[src/rtl/mult_issue_ctrl_if.sv]
// Handshake/bus bundle between the decode front end, mult_issue_ctrl and the execute stage.
interface mult_issue_ctrl_if #(
  parameter int unsigned REG_AW = 5
);
  logic              instr_valid;
  logic [5:0]        ALU_ctr;
  logic [REG_AW-1:0] rd_in;
  logic              mult_done;
  logic [31:0]       exec_out;
  logic              doMult;
  logic              stall;
  logic              wb_en;
  logic [REG_AW-1:0] wb_addr;
  logic [31:0]       wb_data;
  logic              busy;
  logic              mult_err;

  modport slave (
    input  instr_valid, ALU_ctr, rd_in, mult_done, exec_out,
    output doMult, stall, wb_en, wb_addr, wb_data, busy, mult_err
  );

  modport master (
    output instr_valid, ALU_ctr, rd_in, mult_done, exec_out,
    input  doMult, stall, wb_en, wb_addr, wb_data, busy, mult_err
  );
endinterface

[src/rtl/mult_issue_ctrl.sv]
// Multiply issue sequencer: pulses doMult, stalls the front end until mult_done, then writes back once.
// Optional WAIT timeout with sticky mult_err is enabled by defining MULT_TIMEOUT_EN.
module mult_issue_ctrl #(
  parameter logic [5:0]  OPC_MULT  = 6'h0e,
  parameter logic [5:0]  OPC_MULTU = 6'h16,
  parameter int unsigned REG_AW    = 5,
  parameter int unsigned TIMEOUT   = 64
) (
  input logic              clk,
  input logic              reset,
  mult_issue_ctrl_if.slave bus
);

  if (TIMEOUT < 2 || TIMEOUT > 255) begin : g_bad_timeout
    $error("mult_issue_ctrl: TIMEOUT must be in 2..255");
  end

  typedef enum logic [1:0] {
    S_IDLE,
    S_START,
    S_WAIT,
    S_WRITE
  } state_t;

  state_t            r_state;
  state_t            w_next;
  logic [7:0]        r_cnt;
  logic [REG_AW-1:0] r_wb_addr;
  logic [31:0]       r_wb_data;
  logic              w_is_mult;
  logic              w_capture;

  assign w_is_mult = bus.instr_valid &
                     ((bus.ALU_ctr == OPC_MULT) | (bus.ALU_ctr == OPC_MULTU));

`ifdef MULT_TIMEOUT_EN
  localparam logic [7:0] TO_LAST = 8'(TIMEOUT - 1);
  logic w_timeout;
  logic r_err;
`endif

  always_comb begin
    w_next    = r_state;
    w_capture = 1'b0;
`ifdef MULT_TIMEOUT_EN
    w_timeout = 1'b0;
`endif
    case (r_state)
      S_IDLE:  if (w_is_mult) w_next = S_START;
      S_START: w_next = S_WAIT;
      S_WAIT: begin
        // A done coinciding with the timeout cycle takes priority
        if (bus.mult_done) begin
          w_capture = 1'b1;
          w_next    = S_WRITE;
        end
`ifdef MULT_TIMEOUT_EN
        else if (r_cnt == TO_LAST) begin
          w_timeout = 1'b1;
          w_next    = S_WRITE;
        end
`endif
      end
      S_WRITE: w_next = S_IDLE;
      default: w_next = S_IDLE;
    endcase
  end

  always_ff @(posedge clk or negedge reset) begin
    if (!reset) begin
      r_state   <= S_IDLE;
      r_cnt     <= '0;
      r_wb_addr <= '0;
      r_wb_data <= '0;
    end else begin
      r_state <= w_next;
      if (r_state == S_IDLE && w_is_mult) r_wb_addr <= bus.rd_in;
      if (r_state == S_START) begin
        r_cnt <= '0;
      end else if (r_state == S_WAIT && r_cnt != '1) begin
        r_cnt <= r_cnt + 8'd1;
      end
      if (w_capture) r_wb_data <= bus.exec_out;
`ifdef MULT_TIMEOUT_EN
      else if (w_timeout) r_wb_data <= '0;
`endif
    end
  end

`ifdef MULT_TIMEOUT_EN
  always_ff @(posedge clk or negedge reset) begin
    if (!reset)         r_err <= 1'b0;
    else if (w_timeout) r_err <= 1'b1;
  end
  assign bus.mult_err = r_err;
`else
  assign bus.mult_err = 1'b0;
`endif

  // Gating with reset keeps stall low while reset is held, even with a multiply on the inputs
  assign bus.stall   = reset & (((r_state == S_IDLE) & w_is_mult) |
                                (r_state == S_START) | (r_state == S_WAIT));
  assign bus.doMult  = (r_state == S_START);
  assign bus.wb_en   = (r_state == S_WRITE);
  assign bus.busy    = (r_state != S_IDLE);
  assign bus.wb_addr = r_wb_addr;
  assign bus.wb_data = r_wb_data;

endmodule

[src/flat_wrapper.sv]
// flat-port wrapper written by rule: the top's interface ports become plain ports
module mult_issue_ctrl_flat 
#(
  parameter logic [5:0]  OPC_MULT  = 6'h0e,
  parameter logic [5:0]  OPC_MULTU = 6'h16,
  parameter int unsigned REG_AW    = 5,
  parameter int unsigned TIMEOUT   = 64
)
  (clk, reset, bus_instr_valid, bus_ALU_ctr, bus_rd_in, bus_mult_done, bus_exec_out, bus_doMult, bus_stall, bus_wb_en, bus_wb_addr, bus_wb_data, bus_busy, bus_mult_err);
  mult_issue_ctrl_if #(.REG_AW(REG_AW)) bus_i ();
  input logic clk;
  input logic reset;
  input wire logic [$bits(bus_i.instr_valid)-1:0] bus_instr_valid;
  input wire logic [$bits(bus_i.ALU_ctr)-1:0] bus_ALU_ctr;
  input wire logic [$bits(bus_i.rd_in)-1:0] bus_rd_in;
  input wire logic [$bits(bus_i.mult_done)-1:0] bus_mult_done;
  input wire logic [$bits(bus_i.exec_out)-1:0] bus_exec_out;
  output wire logic [$bits(bus_i.doMult)-1:0] bus_doMult;
  output wire logic [$bits(bus_i.stall)-1:0] bus_stall;
  output wire logic [$bits(bus_i.wb_en)-1:0] bus_wb_en;
  output wire logic [$bits(bus_i.wb_addr)-1:0] bus_wb_addr;
  output wire logic [$bits(bus_i.wb_data)-1:0] bus_wb_data;
  output wire logic [$bits(bus_i.busy)-1:0] bus_busy;
  output wire logic [$bits(bus_i.mult_err)-1:0] bus_mult_err;
  assign bus_i.instr_valid = bus_instr_valid;
  assign bus_i.ALU_ctr = bus_ALU_ctr;
  assign bus_i.rd_in = bus_rd_in;
  assign bus_i.mult_done = bus_mult_done;
  assign bus_i.exec_out = bus_exec_out;
  assign bus_doMult = bus_i.doMult;
  assign bus_stall = bus_i.stall;
  assign bus_wb_en = bus_i.wb_en;
  assign bus_wb_addr = bus_i.wb_addr;
  assign bus_wb_data = bus_i.wb_data;
  assign bus_busy = bus_i.busy;
  assign bus_mult_err = bus_i.mult_err;
  mult_issue_ctrl #(.OPC_MULT(OPC_MULT), .OPC_MULTU(OPC_MULTU), .REG_AW(REG_AW), .TIMEOUT(TIMEOUT)) u_core (.clk(clk), .reset(reset), .bus(bus_i));
endmodule
[config.mk]
export PLATFORM = sky130hd
export DESIGN_NAME = mult_issue_ctrl_flat
export DESIGN_NICKNAME = d
export VERILOG_FILES = /design/src/rtl/mult_issue_ctrl_if.sv /design/src/rtl/mult_issue_ctrl.sv /design/src/flat_wrapper.sv
export SDC_FILE = /design/constraint.sdc
export NUM_CORES = 1
export LEC_CHECK = 0
export BUFFER_PORTS_ARGS = -buffer_cell sky130_fd_sc_hd__buf_2
export CAP_MARGIN = 10
export CORE_MARGIN = 1.5
export CORE_UTILIZATION = 40
export CTS_CLUSTER_DIAMETER = 100
export DETAILED_ROUTE_END_ITERATION = 16
export GPL_TIMING_DRIVEN = 1
export PLACE_DENSITY_LB_ADDON = 0.3
export SYNTH_ARGS = -nofsm -noshare
export SYNTH_HDL_FRONTEND = slang
export SYNTH_SLANG_ARGS = --single-unit
[constraint.sdc]
create_clock -name clk -period 3.5 [get_ports clk]
set_input_delay 0.175 -clock clk [delete_from_list [all_inputs] [get_ports clk]]
set_output_delay 0.175 -clock clk [all_outputs]
set_load 0.01 [all_outputs]
==> results.md <==
* Filler Cell Count at 347
* Global-route wire length before repair at 5250 um
* Root buffer cell: clkbuf_8
* Hold_ws at 0.1160 ns
* CTS buffer count at 5
* Cell variety after synth at 24
* Setup TNS at 0 ns
* FP Rows at 23
* IO Pins at 89
* Power Total at 0.002007 W
* DR iter-0 viols at 60
* Slew Viols, Final at 0
* Final wirelength at 3459 um
* IO buf count at 87
* Clock sink count at 39
* Initial Util at 41.70%
* Max incr delay on CP at 0.43 ns
* Comb pwr share at 42.1%
* Peak VDD IR at 475.1 uV
* Mapped cell area at 0.001668 sq mm
* Clock power frac at 18.9%
* Htree depth at 2
* Outcome: finished, final reports clean
* Vias at 1196
* Routed Antenna Nets at 0
* CTS tree: yes
* Tcrit/Tclk final at 52.25%
* Hold WC Path Type: in2reg
* CP Buf/Inv Count at 2
* Top_reg_cell synth: dfrtp_1
* Layout Skew at 0.005739 ns
* DP Wirelength at 2624 um
* Final Net Count at 257
* Vias in the first global route at 1173
* Number of setup buffers added after CTS at 0
* Worst-Skew Late Latency at 0.28 ns
* EDFF count, synth at 0
* Syn_nets at 164
* CP arrival at 1.65 ns
* # setup viols final at 0
* Placed Area at 0.002158 sq mm
* Kind of critical path: reg2out
* Top cells by area, synth: dfrtp_1 59%, mux2_2 25%, ha_1 3.8%
* Critical Path Sink Type: primary output
* Period minus WS final at 1.829 ns
* P_int at 0.001344 W
* Crit-path leading delay family: flip-flops
* Antenna diodes at 0
* PnR worst setup slack at 1.671 ns
* Drt drc at 0
* Area fraction of the dominant cell type after synthesis at 58.51%
* Number of synthesized register bits at 39
* Total GRT Usage at 15.62%
* GPL Wtd Cong at 0.6809
* CTS Buffer Depth at 2
* Register area share after synthesis at 58.51%
* Final hold viol count at 0
* Pin count of the biggest net entering global routing at 41
* Sw power at 0.0006623 W
* Unrepaired setup endpoints after global routing: false
* Syn avg cell area at 14.89 sq um
* Area leader, netlist: dfrtp_1
* Commonest non-fill, non-tap cell in the layout: buf_2
* Power density cells at 877.9 mW/mm^2
* CP required at 3.32 ns
* DR WL/cell at 13.51 um
* Max-cap violations at 0
* Reg power frac at 39.0%
* Post-synth ARST share at 100.0%
* CTS clk-pin slew, worst paths at 0.08 ns
* Core area at 0.004000 sq mm
* Share of post-route cells with drive strength above 1 at 66.99%
* Syn. warnings at 0
* DR pass1 iterations at 3
* Flop2flop setup slack at 1.73 ns
* Slowest cell on the critical path: dfrtp_1
* Initial antenna violation count at 0
* Startpoint class of the critical path: flop
* P_leak at 1.191 nW
* Remaining Overflow, GRT at 0
* Die area at 0.004566 sq mm
* CP Max Fanout at 6
* Sw Share at 33.00%
* Critical-path cell list: inv_1 -> ha_1 -> nand4_4 -> a21boi_0 -> buf_2
* Area growth syn-to-layout at 37.06%
* Fmax at 546.9 MHz
* Die span in y at 67.57 um
* Dpl ws at 1.744 ns
* Post-Synthesis Cells at 112
* Via density at 4.672
* Die width at 67.57 um
* Most frequent cells in the layout: 87 x buf_2, 39 x dfrtp_1, 37 x mux2_2, 6 x clkbuf_8, 5 x ha_1
* Final non-filler cell area at 0.002286 sq mm
stage by stage:
stage | utilization, % | instances
floorplan | - | 112
global route | 57.15 | 256
finish | 57.15 | 256
CTS | 57.15 | 256
global placement | 53.96 | 247
detailed placement | 53.96 | 247
power by group through the flow:
stage / combinational, W / clock (W) / sequential, W
finish: 0.000844 / 0.000379 / 0.000783
CTS: 0.000859 / 0.000389 / 0.000782
detailed placement: 0.000857 / 0 / 0.000789
floorplan: 0.000418 / 0 / 0.000881
global placement: 0.000821 / 0 / 0.000773
global route: 0.000925 / 0.000408 / 0.000812
cell families (layout without fill, tap and decap cells):
logic type	after synthesis	count (layout)	share of synthesized area [%]
XOR/XNOR	1	1	0.9755
AO/OA/AOI/OAI	7	7	3.151
multiplexers	37	37	24.98
buffers and inverters	7	101	2.025
adder cells (fa/ha/maj)	5	5	3.751
other	1	1	0.2248
AND/OR/NAND/NOR	15	15	6.378
flip-flops	39	39	58.51
layout make-up:
cell class | instances | area, sq um | share of cell area, %
sequential | 39 | 975.9 | 42.69
multi-input combinational | 66 | 658.1 | 28.79
clock buffer | 6 | 82.58 | 3.612
tap | 50 | 62.56 | 2.737
timing repair buffer | 90 | 460.4 | 20.14
clock inverter | 2 | 35.03 | 1.533
inverter | 3 | 11.26 | 0.4926
layer usage:
metal	global-route usage [%]	vias to the layer above	wire, um
li1	-	572	-
met5	0	-	0
met4	4.592	0	18
met1	17.12	576	1308
met2	28.06	46	1847
met3	5.667	2	284
final timing paths:
| kind | from | end | cells past startpoint |
|---|---|---|---|
| max in group asynchronous | reset | u_core.bus.wb_addr[1] | 3 |
| min in group asynchronous | reset | u_core.bus.wb_data[15] | 3 |
| min | bus_exec_out[13] | u_core.bus.wb_data[13] | 2 |
| min reg2reg | u_core.bus.wb_addr[0] | u_core.bus.wb_addr[0] | 1 |
| max reg2reg | u_core.r_state[0] | u_core.bus.wb_data[25] | 5 |
| max | u_core.r_state[0] | bus_stall | 5 |
registers in the layout (all words and copies together) (netlist names):
name / cells
u_core.bus.wb_addr: 5
u_core.bus.wb_data: 32
u_core.r_state: 2
Yosys cell counts, types with 2 or more instances:
library cell and n:
dfrtp_1 39, buf_2 3, nand2_1 2, inv_1 3, mux2_2 37, nand2b_1 3
a21oi_1 2, ha_1 5, nor2_1 2, o221ai_1 2
repair_timing:
| action | CTS | global route |
|---|---|---|
| hold buffers | 1 | 0 |
| gates resized for setup | 0 | 0 |
| hold endpoints to repair | 39 | 0 |
worst reg2reg max path: cells and delay by family (launching register included):
family | cells | cell delay [ns]
mux | 1 | 0.40
fa+ha+maj | 1 | 0.28
flops | 1 | 0.42
simple gates | 1 | 0.09
buf+inv | 2 | 0.47
Power figures use the tool's default switching activity.
